===== src/rtl/jtdd_mcu_romfetch.sv =====
// MCU program-ROM fetch stage: direct-mapped 16-bit word cache in front of SDRAM.
// Hits return in the same cycle; misses run a single req/ack/valid refill.
module jtdd_mcu_romfetch #(
    parameter int IDX_W = 3
) (
    input  logic        clk,
    input  logic        rst_n,
    input  logic        rom_cs,
    input  logic [13:0] rom_addr,
    output logic [7:0]  rom_data,
    output logic        rom_ok,
    input  logic        flush,
    output logic        sdram_req,
    output logic [12:0] sdram_addr,
    input  logic        sdram_ack,
    input  logic        sdram_valid,
    input  logic [15:0] sdram_data
);
    localparam int N     = 1 << IDX_W;
    localparam int TAG_W = 13 - IDX_W;

    typedef enum logic [1:0] {IDLE, REQ, WAIT} state_t;

    state_t                 r_st;
    logic                   r_discard;
    logic [N-1:0]           r_valid;
    logic [15:0]            r_data [N];
    logic [TAG_W-1:0]       r_tag  [N];

    logic [IDX_W-1:0]       w_idx;
    logic [TAG_W-1:0]       w_tag;
    logic                   w_hit;
    logic [IDX_W-1:0]       w_fidx;
    logic                   w_ret;
    logic                   w_fill;

    assign w_idx    = rom_addr[IDX_W:1];
    assign w_tag    = rom_addr[13:IDX_W+1];
    assign w_hit    = r_valid[w_idx] && (r_tag[w_idx] == w_tag);
    assign rom_ok   = rom_cs && w_hit && !flush;
    assign rom_data = rom_addr[0] ? r_data[w_idx][15:8] : r_data[w_idx][7:0];

    // Fill target comes from the latched address, not the live MCU address
    assign w_fidx = sdram_addr[IDX_W-1:0];
    assign w_ret  = (r_st == WAIT && sdram_valid) ||
                    (r_st == REQ && sdram_ack && sdram_valid);
    assign w_fill = w_ret && !r_discard && !flush;

    always_ff @(posedge clk) begin
        if (w_fill) begin
            r_data[w_fidx] <= sdram_data;
            r_tag[w_fidx]  <= sdram_addr[12:IDX_W];
        end
    end

    always_ff @(posedge clk or negedge rst_n) begin
        if (!rst_n) begin
            r_st       <= IDLE;
            r_discard  <= 1'b0;
            r_valid    <= '0;
            sdram_req  <= 1'b0;
            sdram_addr <= '0;
        end else begin
            if (flush)       r_valid         <= '0;
            else if (w_fill) r_valid[w_fidx] <= 1'b1;

            case (r_st)
                IDLE: begin
                    r_discard <= 1'b0;
                    if (rom_cs && !w_hit && !flush) begin
                        r_st       <= REQ;
                        sdram_req  <= 1'b1;
                        sdram_addr <= rom_addr[13:1];
                    end
                end
                REQ: begin
                    if (flush) r_discard <= 1'b1;
                    if (sdram_ack) begin
                        sdram_req <= 1'b0;
                        r_st      <= sdram_valid ? IDLE : WAIT;
                    end
                end
                WAIT: begin
                    if (flush) r_discard <= 1'b1;
                    if (sdram_valid) r_st <= IDLE;
                end
                default: begin
                    r_st      <= IDLE;
                    sdram_req <= 1'b0;
                end
            endcase
        end
    end
endmodule


===== config.mk =====
export PLATFORM = sky130hd
export DESIGN_NAME = jtdd_mcu_romfetch
export DESIGN_NICKNAME = d
export VERILOG_FILES = /design/src/rtl/jtdd_mcu_romfetch.sv
export SDC_FILE = /design/constraint.sdc
export NUM_CORES = 1
export LEC_CHECK = 0
export CAP_MARGIN = 20
export CORE_AREA = 2 2 124 126
export CTS_CLUSTER_DIAMETER = 50
export DETAILED_ROUTE_END_ITERATION = 12
export DIE_AREA = 0 0 126 128
export HOLD_SLACK_MARGIN = 0.15
export MAX_ROUTING_LAYER = met4
export PLACE_DENSITY_LB_ADDON = 0.05
export SETUP_SLACK_MARGIN = 0.15
export SLEW_MARGIN = 20
export SYNTH_ARGS = -nofsm -noshare
export SYNTH_HDL_FRONTEND = slang
export SYNTH_SLANG_ARGS = --single-unit

===== constraint.sdc =====
create_clock -name clk -period 9.7 [get_ports clk]
set_input_delay 1.94 -clock clk [delete_from_list [all_inputs] [get_ports clk]]
set_output_delay 1.94 -clock clk [all_outputs]
set_load 0.02 [all_outputs]

== Word level (Yosys, flattened, before mapping) ==
Memories as Yosys holds them, arrays and structs flattened.
Cells that the tools add are included.
Word-level totals
  register bits after elaboration: 25
  memory bits (writable): 208
  bits of input ports: 36
  output and inout bits: 23
  word-level logic and storage cells: 61
  memories: 2
Cells by class
  magnitude comparators: 3
  equality and inequality tests: 7
  mux-type cells: 19
  bitwise operators: 2
  reduce and logical (&&, ||, !) cells: 23
Memories
  r_data: words 8, bits a word 16, rd ports 1, clocked after Yosys merged registers in 0, write ports 1, line 27  | logic [15:0] r_data [N];
  r_tag: words 8, bits a word 10, rd ports 1, clocked after Yosys merged registers in 0, write ports 1, line 28  | logic [TAG_W-1:0] r_tag [N];
Operators by type and width (count)
  8-bit 2-to-1 mux: 3
  1-bit logical AND: 11
  10-bit == test: 1
  3-bit by 4-bit less-than comparator with 1-bit output (second input constant): 2
  2-bit 2-to-1 mux: 4
  8-bit OR: 1
  1-bit 2-to-1 mux: 7
  2-bit != test (second input constant): 3
  2-bit one-hot mux with 3 select lines: 1
  3-bit AND reduction: 2
  2-bit AND reduction: 2
  2-bit nonzero test: 2
  1-bit binary-select mux with 3-bit select: 1
  1-bit demux with 3-bit select: 1
  3-bit by 1-bit greater-or-equal comparator with 1-bit output (second input constant): 1
  1-bit zero test: 3
  1-bit one-hot mux with 3 select lines: 1
  2-bit by 1-bit == test with 1-bit output (second input constant): 1
  2-bit == test (second input constant): 1
  2-bit zero test: 1
  2-bit by 1-bit != test with 1-bit output (second input constant): 1
  1-bit one-hot mux with 2 select lines: 1
  2-bit OR reduction: 1
  1-bit logical OR: 1
  1-bit NOT: 1

== Longest topological paths before layout ==
  depth after elaboration: 8
  mapped depth: 10
  depth with buffers taken out: 7

== Worst setup path before layout ==
OpenSTA, ideal clock, no wires.
  path kind: input to output
  from: input rom_addr[1]
  to: output rom_data[0]
  arrival time: 4.111 ns
  required time: 7.760 ns
  path slack: 3.649 ns
  cell stages on the path: 5
  path through: buf_2 > buf_2 > buf_1 > mux4_2 > mux4_2
On the way
  word-level cells in the longest chain between the ends: 2
Ends and longest elaborated chain
  start: declaration: line 9  | input logic [13:0] rom_addr,
  memory 8 x 16 bit
  8-bit 2-to-1 mux: line 41  | assign rom_data = rom_addr[0] ? r_data[w_idx][15:8] : r_data[w_idx][7:0];
  end: declaration: line 10  | output logic [7:0] rom_data,
No other way between the ends.

== Final worst setup path ==
  from: input rom_addr[2]
  to: output rom_ok
On the way
  word-level cells in the longest chain between the ends: 5
Ends and longest elaborated chain
  memory 8 x 10 bit or 1-bit binary-select mux with 3-bit select (tied branches)
  10-bit == test or 1-bit 2-to-1 mux (tied branches): line 39  | assign w_hit = r_valid[w_idx] && (r_tag[w_idx] == w_tag);
  1-bit logical AND (*): line 39
  1-bit logical AND (*) (2 in a row): line 40  | assign rom_ok = rom_cs && w_hit && !flush;
  end: declaration: line 11  | output logic rom_ok,
Every way passes the cells marked *; elsewhere a longest branch is shown, timed or not. The select of a mux whose other input is x is not followed.

==> results.sh <==
export IMPL_outcome="complete, no violations"
export IMPL_drcViolationCount=0
export IMPL_critPathKind="in -> out"
export IMPL_max_stage_delay_ps=720
export IMPL_grt_pass1_vias=4594
export IMPL_ir_drop_mv=0.197
export IMPL_tritoncts="yes"
export IMPL_cp_required_ps=7760
export IMPL_synth_avg_cell_area_sq_um=21.8
export IMPL_dp_final_hpwl_mm=9.86
export IMPL_totalPowerFinal_mw=2.50
export IMPL_ys_async_sr_fraction_pct=10.7
export IMPL_routabilityCongestion=0.740
export IMPL_grt_max_degree=33
export IMPL_ff_latch_area_sq_um=6870
export IMPL_htree_num_levels=1
export IMPL_postCtsHoldBufs=0
export IMPL_holdPathStages=1
export IMPL_ys_warn_count=0
export IMPL_cp_slowest_cell="buf_2"
export IMPL_final_nets=541
export IMPL_synthAdderAreaFrac_pct=0.408
export IMPL_antennaDiodeCount=0
export IMPL_fillCellCount=908
export IMPL_die_area_sq_um=16100
export IMPL_start_kind="input port"
export IMPL_synthSimpleGateAreaFrac_pct=2.11
export IMPL_synth_ff_type="edfxtp_1"
export IMPL_synth_xor_area_share_pct=0.761
export IMPL_rr_endpoint="sdram_addr[10]$_DFFE_PN0P_"
export IMPL_ctsResizeCount=0
export IMPL_synth_nets=461
export IMPL_cp_buffers_inverters=3
export IMPL_clk_latency_ps=520
export IMPL_synth_cell_area_sq_um=9210
export IMPL_fmax_ghz=0.132
export IMPL_die_h_um=128
export IMPL_grt_ovfl_total=0
export IMPL_port_buffers=58
export IMPL_fin_crit_sh_pct=78.2
export IMPL_core_area_sq_um=14900
export IMPL_die_w_um=126
export IMPL_rr_worst_depth=7
export IMPL_tightestPinTransition_ps=1010
export IMPL_cts_sinks=233
export IMPL_min_period_ps=7590
export IMPL_powerDensity_nw_per_um2=231
export IMPL_grt_pass1_wl_mm=26.4
export IMPL_syn2layout_area_growth_pct=17.6
export IMPL_multiInputGateArea_sq_um=2240
export IMPL_path_clk_slew_ps=60
export IMPL_rsz0062_at_grt="false"
export IMPL_clockBufferDepth=3
export IMPL_dr_first_iter_drc_count=287
export IMPL_path_depth=9
export IMPL_synthCells=422
export IMPL_relSlewSlack_pct=32.5
export IMPL_crit_path_max_fanout=32
export IMPL_timing_rr_start="r_tag[7][3]$_DFFE_PP_"
export IMPL_post_synth_top_area_cell="edfxtp_1"
export IMPL_yosysUniqueCellTypes=43
export IMPL_io_pins=59
export IMPL_hold_class="reg -> reg"
export IMPL_synth_seq_cells=233
export IMPL_fin_skew_ps=11.8
export IMPL_layout_drive_gt1_share_pct=26.1
export IMPL_hold_path_end="r_valid[2]$_DFFE_PN0P_"
export IMPL_totalWireLength_mm=17.3
export IMPL_synth_compound_area_share_pct=2.43
export IMPL_start_util_pct=61.9
export IMPL_antenna_found_initial=0
export IMPL_postLayoutCoreUtil_pct=72.8
export IMPL_worstPathArrival_ps=5650
export IMPL_synth_top_area_share_pct=67.8
export IMPL_grt_usage_pct=22.8
export IMPL_cp_end_kind="output port"
export IMPL_ys_seq_area_share_pct=74.6
export IMPL_drt_wirelength_per_cell_um=24.5
export IMPL_fin_setup_tns_ps=0
export IMPL_maxSlewViolCount=0
export IMPL_num_vias=4379
export IMPL_synth_top_family_by_area="multiplexers"
export IMPL_cellLeakagePower_nw=3.73
export IMPL_post_cts_setup_buffer_count=0
export IMPL_cts_root_buffer="clkbuf_16"
export IMPL_cts_buffers_inserted=25
export IMPL_min_from="r_valid[2]$_DFFE_PN0P_"
export IMPL_maxCapViolations=0
export IMPL_firstDrtPassIters=5
export IMPL_synthMuxAreaShare_pct=18.3
export IMPL_worstPathCellList="buf_2 -> buf_4 -> mux2_2 -> o22a_1 -> a21oi_1 -> o2111ai_1 -> or4_1 -> nor2_1 -> clkdlybuf4s50_1"
export IMPL_finalSetupViolations=0
export IMPL_ant_nets=0
export IMPL_num_rows=45
export IMPL_rrSetupSlack_ps=6530
export IMPL_synth_edff_count=208
export IMPL_critPathTopFamily="buffers and inverters"
export IMPL_hold_viol_final=0
export IMPL_synth_area_leaders="edfxtp_1 68%, mux4_2 14%, dfrtp_1 6.8%"
export IMPL_avgViaCountPerCell=6.18
[cell usage after synthesis (all sizes together) (3+ instances only)]
library cell  instances
nor2                 10
a21o                  8
mux4                 58
buf                  13
mux2                 17
xor2                  8
nand2b                5
nand2                 8
a21oi                 5
o21ai                 4
nor4                  3
ha                    3
clkbuf                4
edfxtp              208
inv                   5
dfrtp                25
mux2i                13
[routing by layer]
layer	wire, um	GRT usage [%]
met5	0	-
met4	345	6.92
met3	845	3.59
met2	8770	37.0
met1	7380	30.7
[registers in the layout, indices dropped and copies added (netlist names)]
| name | cells |
|---|---|
| r_st | 2 |
| sdram_req | 1 |
| sdram_addr | 13 |
| r_tag | 80 |
| r_valid | 8 |
| r_discard | 1 |
| r_data | 128 |
[worst max path at each step]
stage	slack (ps)	from	endpoint
6_report	2110	rom_addr[2]	rom_ok
5_1_grt	1910	rom_addr[2]	rom_ok
4_1_cts	2090	rom_addr[2]	rom_ok
3_5_place_dp	2110	rom_addr[2]	rom_ok
3_3_place_gp	2100	rom_addr[2]	rom_ok
2_1_floorplan	3650	rom_addr[1]	rom_data[0]
[stage by stage]
stage / worst slack, ps / instance area (sq um) / std cells / hold slack [ps]
2_1_floorplan: 3650 / 9210 / 422 / 444
3_3_place_gp: 2100 / 10000 / 663 / 457
3_5_place_dp: 2110 / 10000 / 663 / 460
4_1_cts: 2090 / 10800 / 709 / 473
5_1_grt: 1910 / 10800 / 709 / 488
6_report: 2110 / 10800 / 709 / 475
[cell families (layout without fill, tap and decap cells)]
logic type | count (synthesis) | in the layout
simple gates | 38 | 38
buf+inv | 23 | 122
fa+ha+maj | 3 | 3
compound gates | 29 | 29
xor+xnor | 8 | 8
mux | 88 | 88
flops | 233 | 233
[layout make-up]
type	instances	area share [%]
Multi-Input combinational cell	166	20.7
Clock buffer	29	5.92
Inverter	6	0.208
Timing Repair Buffer	70	6.06
Sequential cell	233	63.5
Clock inverter	17	1.49
Tap cell	188	2.17
[cell usage in the layout, fill, tap and decap left out, drive strengths merged, types with 3 or more instances in the layout]
cell type,count
inv,8
buf,15
mux2,17
nor2,10
o21ai,4
mux4,58
dfrtp,25
xor2,8
nor4,3
clkdlybuf4s50,55
clkinv,10
nand2b,5
a21oi,5
clkinvlp,3
ha,3
clkbuf,29
a21o,8
edfxtp,208
nand2,8
mux2i,13
[power breakdown]
part           internal (mW)  switching, mW  leakage, nW
clock                  0.533          0.382        0.384
combinational          0.160          0.154         1.15
sequential              1.20         0.0744         2.19
[worst register-to-register path: cells and delay by family (launching register included)]
kind / cells / cell delay [ps]
AOI/OAI and AO/OA: 2 / 1090
muxes: 3 / 1010
DFF: 1 / 380
buffers and inverters: 1 / 330
xor gates and xnor gates: 1 / 260
(Power assumes the default switching activity.)
